===== config.mk =====
export PLATFORM = sky130hd
export DESIGN_NAME = fp_mul_seq
export DESIGN_NICKNAME = d
export VERILOG_FILES = /design/src/rtl/fp_mul_seq.sv
export SDC_FILE = /design/constraint.sdc
export NUM_CORES = 1
export LEC_CHECK = 0
export CAP_MARGIN = 15
export CORE_MARGIN = 8
export CORE_UTILIZATION = 56
export DETAILED_ROUTE_END_ITERATION = 8
export PLACE_DENSITY = 0.88
export SLEW_MARGIN = 20
export SYNTH_ARGS = -nofsm -noshare
export SYNTH_HDL_FRONTEND = slang
export SYNTH_SLANG_ARGS = --single-unit

===== constraint.sdc =====
create_clock -name clk -period 3.8 [get_ports clk]
set_input_delay 0.57 -clock clk [delete_from_list [all_inputs] [get_ports clk]]
set_output_delay 0.57 -clock clk [all_outputs]
set_load 0.01 [all_outputs]

===== src/rtl/fp_mul_seq.sv =====
// Iterative IEEE-754 binary32 multiplier (shift-add mantissa multiply, BITS_PER_CYCLE bits per step).
// Latency: done after edge 3 + 24/BITS_PER_CYCLE from the start-sampling edge; specials after edge 2.
// Backpressure: start is only honoured in IDLE; busy stays high until the edge leaving DONE.
// Optional build macro FP_MUL_RNE_EN: round-to-nearest-even in NORM instead of truncation.
module fp_mul_seq #(
  parameter int BITS_PER_CYCLE = 1
) (
  input  logic        clk,
  input  logic        reset,
  input  logic        start,
  input  logic [31:0] a,
  input  logic [31:0] b,
  output logic        busy,
  output logic        done,
  output logic [31:0] result,
  output logic        overflow,
  output logic        underflow
);

  localparam int NCYC = 24 / BITS_PER_CYCLE;
  localparam int CW   = 5;
  localparam int PW   = 24 + BITS_PER_CYCLE;
  localparam logic [CW-1:0] LAST_CNT = CW'(NCYC - 1);

  typedef enum logic [2:0] {
    S_IDLE,
    S_UNPACK,
    S_MUL,
    S_NORM,
    S_DONE
  } state_t;

  state_t             state_q, state_d;
  logic [31:0]        a_q, a_d;
  logic [31:0]        b_q, b_d;
  logic               sign_q, sign_d;
  logic signed [9:0]  exp_q, exp_d;
  logic [23:0]        mcand_q, mcand_d;
  logic [23:0]        mplier_q, mplier_d;
  logic [47:0]        prod_q, prod_d;
  logic [CW-1:0]      cnt_q, cnt_d;
  logic [31:0]        result_q, result_d;
  logic               ovf_q, ovf_d;
  logic               unf_q, unf_d;

  // ---------------------------------------------------------------
  // Operand classification of the latched inputs (used in UNPACK)
  // ---------------------------------------------------------------
  logic [7:0]  ea, eb;
  logic [22:0] fa, fb;
  logic        a_nan, b_nan, a_inf, b_inf, a_zero, b_zero;
  logic        op_sign;
  logic        is_special;
  logic [31:0] special_res;

  assign ea      = a_q[30:23];
  assign eb      = b_q[30:23];
  assign fa      = a_q[22:0];
  assign fb      = b_q[22:0];
  assign a_nan   = (ea == 8'hFF) && (fa != 23'd0);
  assign b_nan   = (eb == 8'hFF) && (fb != 23'd0);
  assign a_inf   = (ea == 8'hFF) && (fa == 23'd0);
  assign b_inf   = (eb == 8'hFF) && (fb == 23'd0);
  // Denormals are flushed: any zero exponent field counts as zero.
  assign a_zero  = (ea == 8'h00);
  assign b_zero  = (eb == 8'h00);
  assign op_sign = a_q[31] ^ b_q[31];

  // Special-case result selection, priority NaN > inf > zero
  always_comb begin
    is_special  = 1'b1;
    special_res = 32'h0000_0000;
    if (a_nan || b_nan || (a_inf && b_zero) || (b_inf && a_zero)) begin
      special_res = 32'h7FC0_0000;
    end else if (a_inf || b_inf) begin
      special_res = {op_sign, 8'hFF, 23'd0};
    end else if (a_zero || b_zero) begin
      special_res = {op_sign, 31'd0};
    end else begin
      is_special = 1'b0;
    end
  end

  // ---------------------------------------------------------------
  // One shift-add step. The upper half of the product accumulates
  // mcand * chunk, then the whole register shifts right by the chunk
  // width, so after NCYC steps it holds the exact 48-bit product.
  // The partial sum always fits PW bits because the running product
  // stays below mcand * 2^24.
  // ---------------------------------------------------------------
  logic [BITS_PER_CYCLE-1:0] chunk;
  logic [PW-1:0]             partial;
  logic [47:0]               prod_step;

  assign chunk     = mplier_q[BITS_PER_CYCLE-1:0];
  assign partial   = PW'(prod_q[47:24]) + PW'(mcand_q) * PW'(chunk);
  assign prod_step = 48'({partial, prod_q[23:0]} >> BITS_PER_CYCLE);

  // ---------------------------------------------------------------
  // Normalisation and rounding of the finished product
  // ---------------------------------------------------------------
  logic              p_hi;
  logic [22:0]       frac_t, frac_r;
  logic signed [9:0] exp_t, exp_r;

  assign p_hi   = prod_q[47];
  assign frac_t = p_hi ? prod_q[46:24] : prod_q[45:23];
  assign exp_t  = p_hi ? (exp_q + 10'sd1) : exp_q;

`ifdef FP_MUL_RNE_EN
  logic        guard_bit, sticky_bit, round_up;
  logic [23:0] frac_inc;

  assign guard_bit  = p_hi ? prod_q[23] : prod_q[22];
  assign sticky_bit = p_hi ? (|prod_q[22:0]) : (|prod_q[21:0]);
  assign round_up   = guard_bit & (sticky_bit | frac_t[0]);
  assign frac_inc   = {1'b0, frac_t} + 24'd1;
  // A carry out of the fraction leaves frac_inc[22:0] == 0 and bumps the exponent.
  assign frac_r     = round_up ? frac_inc[22:0] : frac_t;
  assign exp_r      = (round_up && frac_inc[23]) ? (exp_t + 10'sd1) : exp_t;
`else
  // Truncation keeps results bit-identical to the combinational fp unit.
  assign frac_r = frac_t;
  assign exp_r  = exp_t;
`endif

  // ---------------------------------------------------------------
  // Next-state and datapath control
  // ---------------------------------------------------------------
  always_comb begin
    state_d  = state_q;
    a_d      = a_q;
    b_d      = b_q;
    sign_d   = sign_q;
    exp_d    = exp_q;
    mcand_d  = mcand_q;
    mplier_d = mplier_q;
    prod_d   = prod_q;
    cnt_d    = cnt_q;
    result_d = result_q;
    ovf_d    = ovf_q;
    unf_d    = unf_q;

    case (state_q)
      S_IDLE: begin
        if (start) begin
          a_d     = a;
          b_d     = b;
          state_d = S_UNPACK;
        end
      end

      S_UNPACK: begin
        sign_d = op_sign;
        if (is_special) begin
          result_d = special_res;
          ovf_d    = 1'b0;
          unf_d    = 1'b0;
          state_d  = S_DONE;
        end else begin
          exp_d    = $signed({2'b00, ea}) + $signed({2'b00, eb}) - 10'sd127;
          mcand_d  = {1'b1, fa};
          mplier_d = {1'b1, fb};
          prod_d   = 48'd0;
          cnt_d    = '0;
          state_d  = S_MUL;
        end
      end

      S_MUL: begin
        prod_d   = prod_step;
        mplier_d = mplier_q >> BITS_PER_CYCLE;
        cnt_d    = cnt_q + CW'(1);
        if (cnt_q == LAST_CNT) begin
          state_d = S_NORM;
        end
      end

      S_NORM: begin
        if (exp_r >= 10'sd255) begin
          result_d = {sign_q, 8'hFF, 23'd0};
          ovf_d    = 1'b1;
          unf_d    = 1'b0;
        end else if (exp_r <= 10'sd0) begin
          result_d = {sign_q, 31'd0};
          ovf_d    = 1'b0;
          unf_d    = 1'b1;
        end else begin
          result_d = {sign_q, exp_r[7:0], frac_r};
          ovf_d    = 1'b0;
          unf_d    = 1'b0;
        end
        state_d = S_DONE;
      end

      S_DONE: begin
        state_d = S_IDLE;
      end

      default: begin
        state_d = S_IDLE;
      end
    endcase
  end

  // State and datapath registers with synchronous active-low reset
  always_ff @(posedge clk) begin
    if (!reset) begin
      state_q  <= S_IDLE;
      a_q      <= 32'd0;
      b_q      <= 32'd0;
      sign_q   <= 1'b0;
      exp_q    <= 10'sd0;
      mcand_q  <= 24'd0;
      mplier_q <= 24'd0;
      prod_q   <= 48'd0;
      cnt_q    <= '0;
      result_q <= 32'd0;
      ovf_q    <= 1'b0;
      unf_q    <= 1'b0;
    end else begin
      state_q  <= state_d;
      a_q      <= a_d;
      b_q      <= b_d;
      sign_q   <= sign_d;
      exp_q    <= exp_d;
      mcand_q  <= mcand_d;
      mplier_q <= mplier_d;
      prod_q   <= prod_d;
      cnt_q    <= cnt_d;
      result_q <= result_d;
      ovf_q    <= ovf_d;
      unf_q    <= unf_d;
    end
  end

  assign busy      = (state_q != S_IDLE);
  assign done      = (state_q == S_DONE);
  assign result    = result_q;
  assign overflow  = ovf_q;
  assign underflow = unf_q;

endmodule


# Yosys cells after proc, flatten, opt, wreduce, memory -nomap -nowiden
# Cells that the tools add are included.
# W data, S select, Z words.
[word_totals]
ff_bits = 213
input_bits = 67
out_inout_bits = 36
elab_cells = 87
[op_classes]
n_addsub = 5
multipliers = 1
order_cmp = 2
n_eq_ne = 11
mux = 28
n_bitwise = 2
reduce_logical = 26
[ops]
columns = ["cell", "n"]
rows = [
  ["$mux W32", 4],
  ["$pmux W48 S2", 1],
  ["$pmux W32 S2", 1],
  ["$mux W31", 2],
  ["$mux W48", 1],
  ["$pmux W24 S2", 1],
  ["$logic_not A23 Y1", 2],
  ["$reduce_bool A23 Y1", 2],
  ["$add A24 B25 Y25", 1],
  ["$mul A24 B1 Y25", 1],
  ["$mux W24", 1],
  ["$mux W23", 1],
  ["$eq A8 B8 Y1 const B", 2],
  ["$logic_not A8 Y1", 2],
  ["$pmux W3 S4", 1],
  ["$add A10 B2 Y10 const B", 1],
  ["$ge A10 B9 Y1 const B", 1],
  ["$le A10 B1 Y1 const B", 1],
  ["$mux W10", 1],
  ["$pmux W5 S2", 1],
  ["$reduce_and A2 Y1", 5],
  ["$sub A9 B7 Y10 const B", 1],
  ["$add A8 B8 Y9", 1],
  ["$mux W3", 3],
  ["16 further kinds", 37],
]

# Depth between registers and ports, before layout
# Gate-level depths: netlist of run 1.
[depth]
word_depth = 8
mapped_depth = 13
depth_no_buf = 13

# Worst setup path before layout of run 1
# Ideal clock, no wire load.
[synth_timing]
path_type = "register to register"
start = "register mplier_q[0]"
end = "register prod_q[37]"
setup_time_ns = 0.062
arrival_ns = 2.740
t_required_ns = 3.738
slack_ns = 0.999
path_stages_with_launch = 14
path_buffers = 1
synth_period_minus_slack_ns = 2.801
path_cell_list = "dfxtp_1 > clkbuf_1 > and2_1 > ha_1 > inv_1 > fa_1 > nor2b_1 > o31a_1 > o21a_1 > o311ai_1 > a21oi_2 > a21oi_1 > or4b_1 > nand3_1"
[synth_between]
elab_chain_len = 3
[synth_lines]
columns = ["item", "line_no", "text"]
rows = [
  ["start, declared", "39", "logic [23:0] mplier_q, mplier_d;"],
  ["start signal, assigned", "228", "mplier_q <= mplier_d;"],
  ["$mul A24 B1 Y25", "96", "assign partial = PW'(prod_q[47:24]) + PW'(mcand_q) * PW'(chunk);"],
  ["$add A24 B25 Y25", "96", ""],
  ["$pmux W48 S2", "144", "case (state_q)"],
  ["end signal, assigned", "229", "prod_q <= prod_d;"],
  ["end, declared", "40", "logic [47:0] prod_q, prod_d;"],
]
# Every way passes these cells.
# A chain may end at the register's enable or synchronous reset.

# Final worst setup path of run 1
# Same ends and word-level chain as after synthesis.

==> flow_summary.ini, run 1 <==
[outcome]
status = completed

[cells_and_area]
synthToLayoutAreaGrowth_pct = 18.9
final_cell_area_um2 = 10900
n_antenna_cell = 0
nNetsFinal = 1339
final_cell_mix = nand2_1, dfxtp_1, a21oi_1
fillers = 1300
layout_commonest_cell = nand2_1
drive_gt1_share_pct = 5.39

[synthesis]
synth_largest_area_cell = dfxtp_1
synth_seq_cells = 190
yosys.area.top_type_share_pct = 41.5
synth_area_leaders = dfxtp_1, nand2_1, a21oi_1
dominantRegCellSynth = dfxtp_1
yosysSeqAreaShare_pct = 41.5
syn_nets = 1274
ys_warn_count = 0
syn_area_um2 = 9170
syn-instance-count = 1164
syn_avg_cell_area_um2 = 7.87
async_flop_share_pct = 0
ys_types = 62
synth_edf_count = 0

[hold_path]
hold_path.class = register to register
holdPathStages = 2

[timing]
slew_viol_final = 0
rsz0062_at_grt = no
finalCriticalPeriod_ns = 3.05
hold_viol = 0
setup_ws_ns = 0.754
fin_skew_ns = 0.00916
period_share_pct = 80.2
finalSetupTns_ns = 0
hold_ws_ns = 0.446
fmax_mhz = 328
setup_viol = 0
relSlewSlack_pct = 40.3
tightest_slew_ns = 0.893

[detailed_routing]
vias = 8272
drt_iter0_drc = 804
firstDrtPassIters = 6
drc = 0
ant_nets = 0
viasPerCell = 5.67
drt-total-wl_um = 22100
routedWlPerCell_um = 15.2

[worst_setup_path]
startpoint = mplier_q[0]
max_stage_delay_ns = 0.56
reg2reg_slack_ns = 0.75
worst_r2r_endpoint = prod_q[37]
slowest_stage = dfxtp_1
crit_path_start_kind = register
r2r_start = mplier_q[0]
crit_type = register to register
reg2reg_depth = 12
crit_path_max_fanout = 17
end_kind = register
arrival_ns = 3.42
crit_chain = and2_1 -> ha_1 -> inv_1 -> fa_1 -> nor2b_1 -> o31a_1 -> o21a_1 -> o311ai_1 -> a21oi_2 -> a21oi_1 -> or4b_1 -> nand3_1
cp.required_ns = 4.17
endpoint = prod_q[37]

[placement]
place_area_um2 = 10300
gp_congestion = 0.921
hpwlAfterDp_um = 15300
io_buffers = 102
place_ws_ns = 0.792

[clock_tree]
htreeDepth = 4
cts_buffer_depth = 2
cts_resized = 0
path_clk_slew_ns = 0.07
cts_root_buf = clkbuf_16
clk-insertion-delay-late_ns = 0.43
cts_buffers = 17
postCtsSetupBuffers = 0
ctsHoldBuffers = 0
cts.sinks = 190
cts_tree = built

[grt]
first_global_vias = 7825
grt_pass1_wl_um = 36900
antenna_found_initial = 0
grt_max_degree = 123
gr-total-overflow = 0
grt_usage_pct = 21.7

[floorplan]
die_x_um = 144
coreArea_um2 = 15900
boundaryPins = 103
rows = 46
start_util_pct = 57.5
die_area_um2 = 20700
die_h_um = 144

[power_and_ir_drop]
ir_drop_mv = 0.333
p_per_area_nw_per_um2 = 423
leakage_nw = 4.08

[job]
cap_violations = 0
## final cells by class
cell class | count | area [um^2] | area share, %
inverters | 17 | 66.3 | 0.608
repair buffers | 114 | 1120 | 10.3
well taps | 216 | 270 | 2.48
clock buffers | 18 | 429 | 3.94
multi-input cells | 889 | 5030 | 46.1
flip-flops and latches | 190 | 3800 | 34.9
clock inverters | 14 | 179 | 1.64
## how the worst min path moves through the flow
stage	start	end	slack (ns)
2_1_floorplan	cnt_q[4]	cnt_q[4]	0.42
3_3_place_gp	result[21]	result[21]	0.44
3_5_place_dp	result[20]	result[20]	0.44
4_1_cts	result[20]	result[20]	0.45
5_1_grt	result[12]	result[12]	0.47
6_report	result[20]	result[20]	0.45
## stage by stage
stage                     power, mW  utilization (%)  cells
after global routing           4.80             68.4   1458
final                          4.61             68.4   1458
after floorplan                2.59                -   1164
after global placement         2.79             64.6   1426
after CTS                      4.63             68.4   1458
after detailed placement       2.80             64.6   1426
## critical path, delay by kind of cell (launching register included)
family / cells / cell delay, ns
AOI/OAI and AO/OA: 5 / 0.82
adders and majority gates: 2 / 0.59
buffers and inverters: 1 / 0.07
DFF: 1 / 0.56
and+or+nand+nor: 4 / 0.94
## registers in the layout, summed over array words and instances (netlist names), 3 cells and up
name	count
cnt_q	5
result	32
prod_q	25
state_q	3
mcand_q	24
mplier_q	24
a_q	32
exp_q	10
b_q	32
## power breakdown
group / internal (mW) / switching [mW] / total [mW]
clock: 1.05 / 0.791 / 1.84
combinational: 0.239 / 0.345 / 0.583
sequential: 2.10 / 0.0911 / 2.19
total: 3.39 / 1.23 / 4.61
## cells by family (layout without fill, tap and decap cells)
family / Yosys count / after routing / share of synthesized area [%]
AOI/OAI and AO/OA: 282 / 282 / 18.7
DFF: 190 / 190 / 41.5
buffers and inverters: 85 / 163 / 3.73
adders and majority gates: 43 / 43 / 6.03
muxes: 28 / 28 / 3.07
xor gates and xnor gates: 33 / 33 / 3.15
and+or+nand+nor: 503 / 503 / 23.8
## per-layer routing
metal  routed length (um)  vias up  track usage [%]  part of all wire [%]
li1                     -     4161                -                     -
met1                 9970     3810             27.8                    45
met2                10400      264             35.7                    47
met3                 1330       37             4.51                   6.0
met4                  388        0             7.25                   1.8
met5                    0        -                0                     0
## synth_stat cells, drive strengths merged (4+ instances only)
cell and count:
mux2i 27, nand2 304, a211oi 8, dfxtp 190, nand3 23, buf 16
xor2 18, nor3 14, and2 26, xnor2 15, a21o 9, nor4 16
a311oi 24, ha 41, a31oi 8, o21ai 61, o31ai 4, nand2b 8
inv 17, and3 4, nor3b 5, clkbuf 52, a21oi 141, nand4 10
o21bai 4, nor2 81
Power figures use the tool's default switching activity.
==> inputs of run 2 (changes only) <==
Clock period 3.8 ns to 3.1 ns, I/O delays scaled along.
==> run 2 against run 1 <==
Against the previous run:
- routed wire length is 2.1% higher
- register-to-register slack worse by 0.46 ns
- setup slack worse by 0.46 ns
- power is 24% higher
- sequential power is 22% higher
- via count is 1.5% higher
- critical path type unchanged
==> flow_summary.ini, run 2 (synthesis results as in run 1) <==
[timing]
slew_viol_final = 0
finalSetupTns_ns = 0
fmax_mhz = 356
relSlewSlack_pct = 59.7
finalCriticalPeriod_ns = 2.81
period_share_pct = 90.5
tightest_slew_ns = 0.604
fin_skew_ns = 0.00664
setup_ws_ns = 0.293
rsz0062_at_grt = no
setup_viol = 0
hold_viol = 0

[power_and_ir_drop]
pwr-share-seq_pct = 47.1
leakage_nw = 4.12
combPwrFrac_pct = 13.0
clockPowerShare_pct = 40.0
ir_drop_mv = 0.399
p_per_area_nw_per_um2 = 518
switching_share_pct = 26.3
p_sw_mw = 1.50
p_int_mw = 4.20

[detailed_routing]
drc = 0
dr_wl_met3_um = 1540
m1WireLength_um = 10000
highest_layer = met4
route.met2.wl_um = 10500
vias = 8394
drt_iter0_drc = 744
viasPerCell = 5.73
firstDrtPassIters = 6
ant_nets = 0
drt-total-wl_um = 22600
routedWlPerCell_um = 15.4

[clock_tree]
postCtsSetupBuffers = 0
cts_resized = 0
path_clk_slew_ns = 0.07
cts_buffers = 17
clk-insertion-delay-late_ns = 0.43
htreeDepth = 4
cts.sinks = 190
ctsHoldBuffers = 0
cts_tree = built
cts_buffer_depth = 2
cts_root_buf = clkbuf_16

[grt]
grt_max_degree = 70
first_global_vias = 7854
grt_pass1_wl_um = 37200
grt_usage_pct = 22.2
gr-total-overflow = 0
antenna_found_initial = 0

[floorplan]
coreArea_um2 = 15900
die_area_um2 = 20700
die_x_um = 144
die_h_um = 144
rows = 46
boundaryPins = 103
start_util_pct = 57.5

[cells_and_area]
final_cell_mix = nand2_1, dfxtp_1, a21oi_1
synthToLayoutAreaGrowth_pct = 19.9
layout_commonest_cell = nand2_1
nNetsFinal = 1345
drive_gt1_share_pct = 5.77
n_antenna_cell = 0

[worst_setup_path]
crit_type = register to register
cp.required_ns = 3.48
arrival_ns = 3.19
crit_path_start_kind = register
end_kind = register
reg2reg_slack_ns = 0.29
crit_path_max_fanout = 4

[hold_path]
hold_path.class = register to register

[placement]
io_buffers = 102
place_ws_ns = 0.327
gp_congestion = 0.892
hpwlAfterDp_um = 15800

[outcome]
status = completed

[job]
cap_violations = 0
## run 2: final timing paths
check              startpoint         end  cells after the start
hold / removal     result[15]  result[15]                      2
setup reg to reg  mplier_q[0]  prod_q[37]                     12
hold reg to reg    result[15]  result[15]                      2
setup / recovery  mplier_q[0]  prod_q[37]                     12
## run 2: critical path: stages, from the launching register on
cell      delay [ns]
dfxtp_1         0.35
and2_1          0.15
ha_1            0.20
inv_1           0.07
fa_1            0.40
nor2b_1         0.16
o31a_1          0.20
o21a_1          0.16
o311ai_1        0.14
a21oi_2         0.21
a21oi_1         0.11
or4b_1          0.51
nand3_1         0.07
## run 2: power groups by stage
stage	Clock [mW]	Sequential, mW	Combinational (mW)
2_1_floorplan	0	2.71	0.470
3_3_place_gp	0	2.73	0.709
3_5_place_dp	0	2.73	0.730
4_1_cts	2.30	2.68	0.738
5_1_grt	2.39	2.70	0.820
6_report	2.28	2.68	0.739
## run 2: layout make-up
cell class              instances  area, um^2
multi-input cells             889        5030
repair buffers                120        1210
flip-flops and latches        190        3800
well taps                     216         270
clock inverters                11         155
fillers                      1251        4950
clock buffers                  21         460
inverters                      17        66.3
## run 2: through the flow
stage | utilization (%) | power [mW] | hold WS (ns) | cell area (um^2) | instances
3_3_place_gp | 65.1 | 3.44 | 0.436 | 10400 | 1432
3_5_place_dp | 65.1 | 3.46 | 0.441 | 10400 | 1432
6_report | 69.0 | 5.70 | 0.445 | 11000 | 1464
5_1_grt | 69.0 | 5.91 | 0.470 | 11000 | 1464
4_1_cts | 69.0 | 5.72 | 0.450 | 11000 | 1464
2_1_floorplan | - | 3.18 | 0.424 | 9170 | 1164
## run 2: metal layers
metal / track usage, % / vias to the layer above
met5: 0 / -
met4: 8.74 / 0
met3: 4.61 / 44
met2: 36.2 / 288
met1: 28.2 / 3897
li1: - / 4165
==> inputs of run 3 (changes only) <==
Clock period 3.1 ns to 3.2 ns, I/O delays scaled along.
==> run 3 against run 2 <==
Against the previous run:
- power shrank 3.8%
- sequential share of layout area is essentially flat
- routed wire length shrank 1.6%
- count of clock-buffer cells in the layout shrank 3
- hold slack gained 0.0027 ns
==> flow_summary.ini, run 3 (synthesis results as in run 1) <==
[placement]
gp_congestion = 0.887
hpwlAfterDp_um = 15900
io_buffers = 102

[timing]
hold_ws_ns = 0.448
slew_viol_final = 0
fmax_mhz = 344
tightest_slew_ns = 0.693
finalCriticalPeriod_ns = 2.91
finalSetupTns_ns = 0
hold_viol = 0
rsz0062_at_grt = no
period_share_pct = 90.9
relSlewSlack_pct = 53.6
setup_viol = 0
fin_skew_ns = 0.0111

[floorplan]
start_util_pct = 57.5
die_x_um = 144
boundaryPins = 103
die_h_um = 144
coreArea_um2 = 15900
die_area_um2 = 20700
rows = 46

[detailed_routing]
highest_layer = met4
drt-total-wl_um = 22200
m1WireLength_um = 10100
drt_iter0_drc = 718
drc = 0
viasPerCell = 5.69
ant_nets = 0
vias = 8321
routedWlPerCell_um = 15.2
firstDrtPassIters = 7
dr_wl_met3_um = 1420
route.met2.wl_um = 10300

[worst_setup_path]
path_buf_inv = 2
end_kind = register
crit_path_start_kind = register
crit_path_max_fanout = 10
cp.required_ns = 3.58
arrival_ns = 3.29
slowest_stage = or4b_1
reg2reg_depth = 13
startpoint = mplier_q[0]
worst_r2r_endpoint = prod_q[37]
reg2reg_slack_ns = 0.29
max_stage_delay_ns = 0.51
crit_type = register to register
r2r_start = mplier_q[0]
cpLargestDelayFamily = simple AND/OR/NAND/NOR gates
crit_chain = buf_4 -> and2_1 -> ha_1 -> inv_1 -> fa_1 -> nor2b_1 -> o31a_1 -> o21a_1 -> o311ai_1 -> a21oi_2 -> a21oi_1 -> or4b_1 -> nand3_1

[clock_tree]
cts_root_buf = clkbuf_16
cts_buffer_depth = 2
ctsHoldBuffers = 0
postCtsSetupBuffers = 0
cts_resized = 0
cts_tree = built
clk-insertion-delay-late_ns = 0.44
cts_buffers = 17
cts.sinks = 190
htreeDepth = 4
path_clk_slew_ns = 0.07

[grt]
grt_max_degree = 71
antenna_found_initial = 0
grt_usage_pct = 21.6
gr-total-overflow = 0
first_global_vias = 7727
grt_pass1_wl_um = 36800

[power_and_ir_drop]
finalPower_mw = 5.48
ir_drop_mv = 0.438
leakage_nw = 4.13
p_per_area_nw_per_um2 = 498

[hold_path]
holdPathEnd = result[8]
hold_path.class = register to register
holdPathStages = 2
min_from = result[8]

[cells_and_area]
drive_gt1_share_pct = 5.85
ff_latch_area_um2 = 3800
final_cell_mix = nand2_1, dfxtp_1, a21oi_1
synthToLayoutAreaGrowth_pct = 20.1
layout_commonest_cell = nand2_1
fillers = 1284
multi_input_comb_area_um2 = 5030
nNetsFinal = 1344
n_antenna_cell = 0

[outcome]
status = completed

[job]
cap_violations = 0
run 3: changes by cell type in the layout (fill, tap and decap cells not counted):
cell        previous run  this run
inv_6                  3         5
buf_4                 14        11
buf_12                 4         6
inv_8                  0         3
clkbuf_8               2         1
clkinvlp_4             4         1
clkinv_4               1         3
clkbuf_1               2         0
bufinv_16              3         2
run 3: worst min-delay path, delay by kind of cell, from the launching register on:
kind            cells  cell delay, ns
simple gates        1            0.05
flops               1            0.31
compound gates      1            0.05
run 3: report_power, final:
group | total, mW | internal [mW] | switching [mW]
Clock | 2.17 | 1.20 | 0.966
Sequential | 2.60 | 2.49 | 0.104
Combinational | 0.718 | 0.304 | 0.414
run 3: through the flow:
step | area, um^2 | setup slack (ns) | cells | utilization, %
after floorplan | 9170 | 0.399 | 1164 | -
after global routing | 11000 | 0.0164 | 1463 | 69.0
after global placement | 10400 | 0.387 | 1431 | 65.2
after CTS | 11000 | 0.298 | 1463 | 69.0
after detailed placement | 10400 | 0.328 | 1431 | 65.2
final | 11000 | 0.292 | 1463 | 69.0
run 3: layout make-up:
| type | instances | area share, % |
|---|---|---|
| clock buffers | 18 | 3.99 |
| clock inverters | 14 | 1.56 |
| repair buffers | 119 | 11.1 |
| multi-input cells | 889 | 45.7 |
| well taps | 216 | 2.46 |
| inverters | 17 | 0.603 |
| flip-flops and latches | 190 | 34.6 |
run 3: worst max path at each step:
stage                  to  cells past startpoint
2_1_floorplan  prod_q[37]                     13
3_3_place_gp   prod_q[37]                     13
3_5_place_dp   prod_q[37]                     13
4_1_cts        prod_q[37]                     13
5_1_grt        prod_q[37]                     13
6_report       prod_q[37]                     13
run 3: per-layer routing:
layer	up-vias	GRT usage (%)
met5	-	0
met4	0	7.86
met3	35	3.78
met2	264	35.0
met1	3872	28.3
li1	4150	-
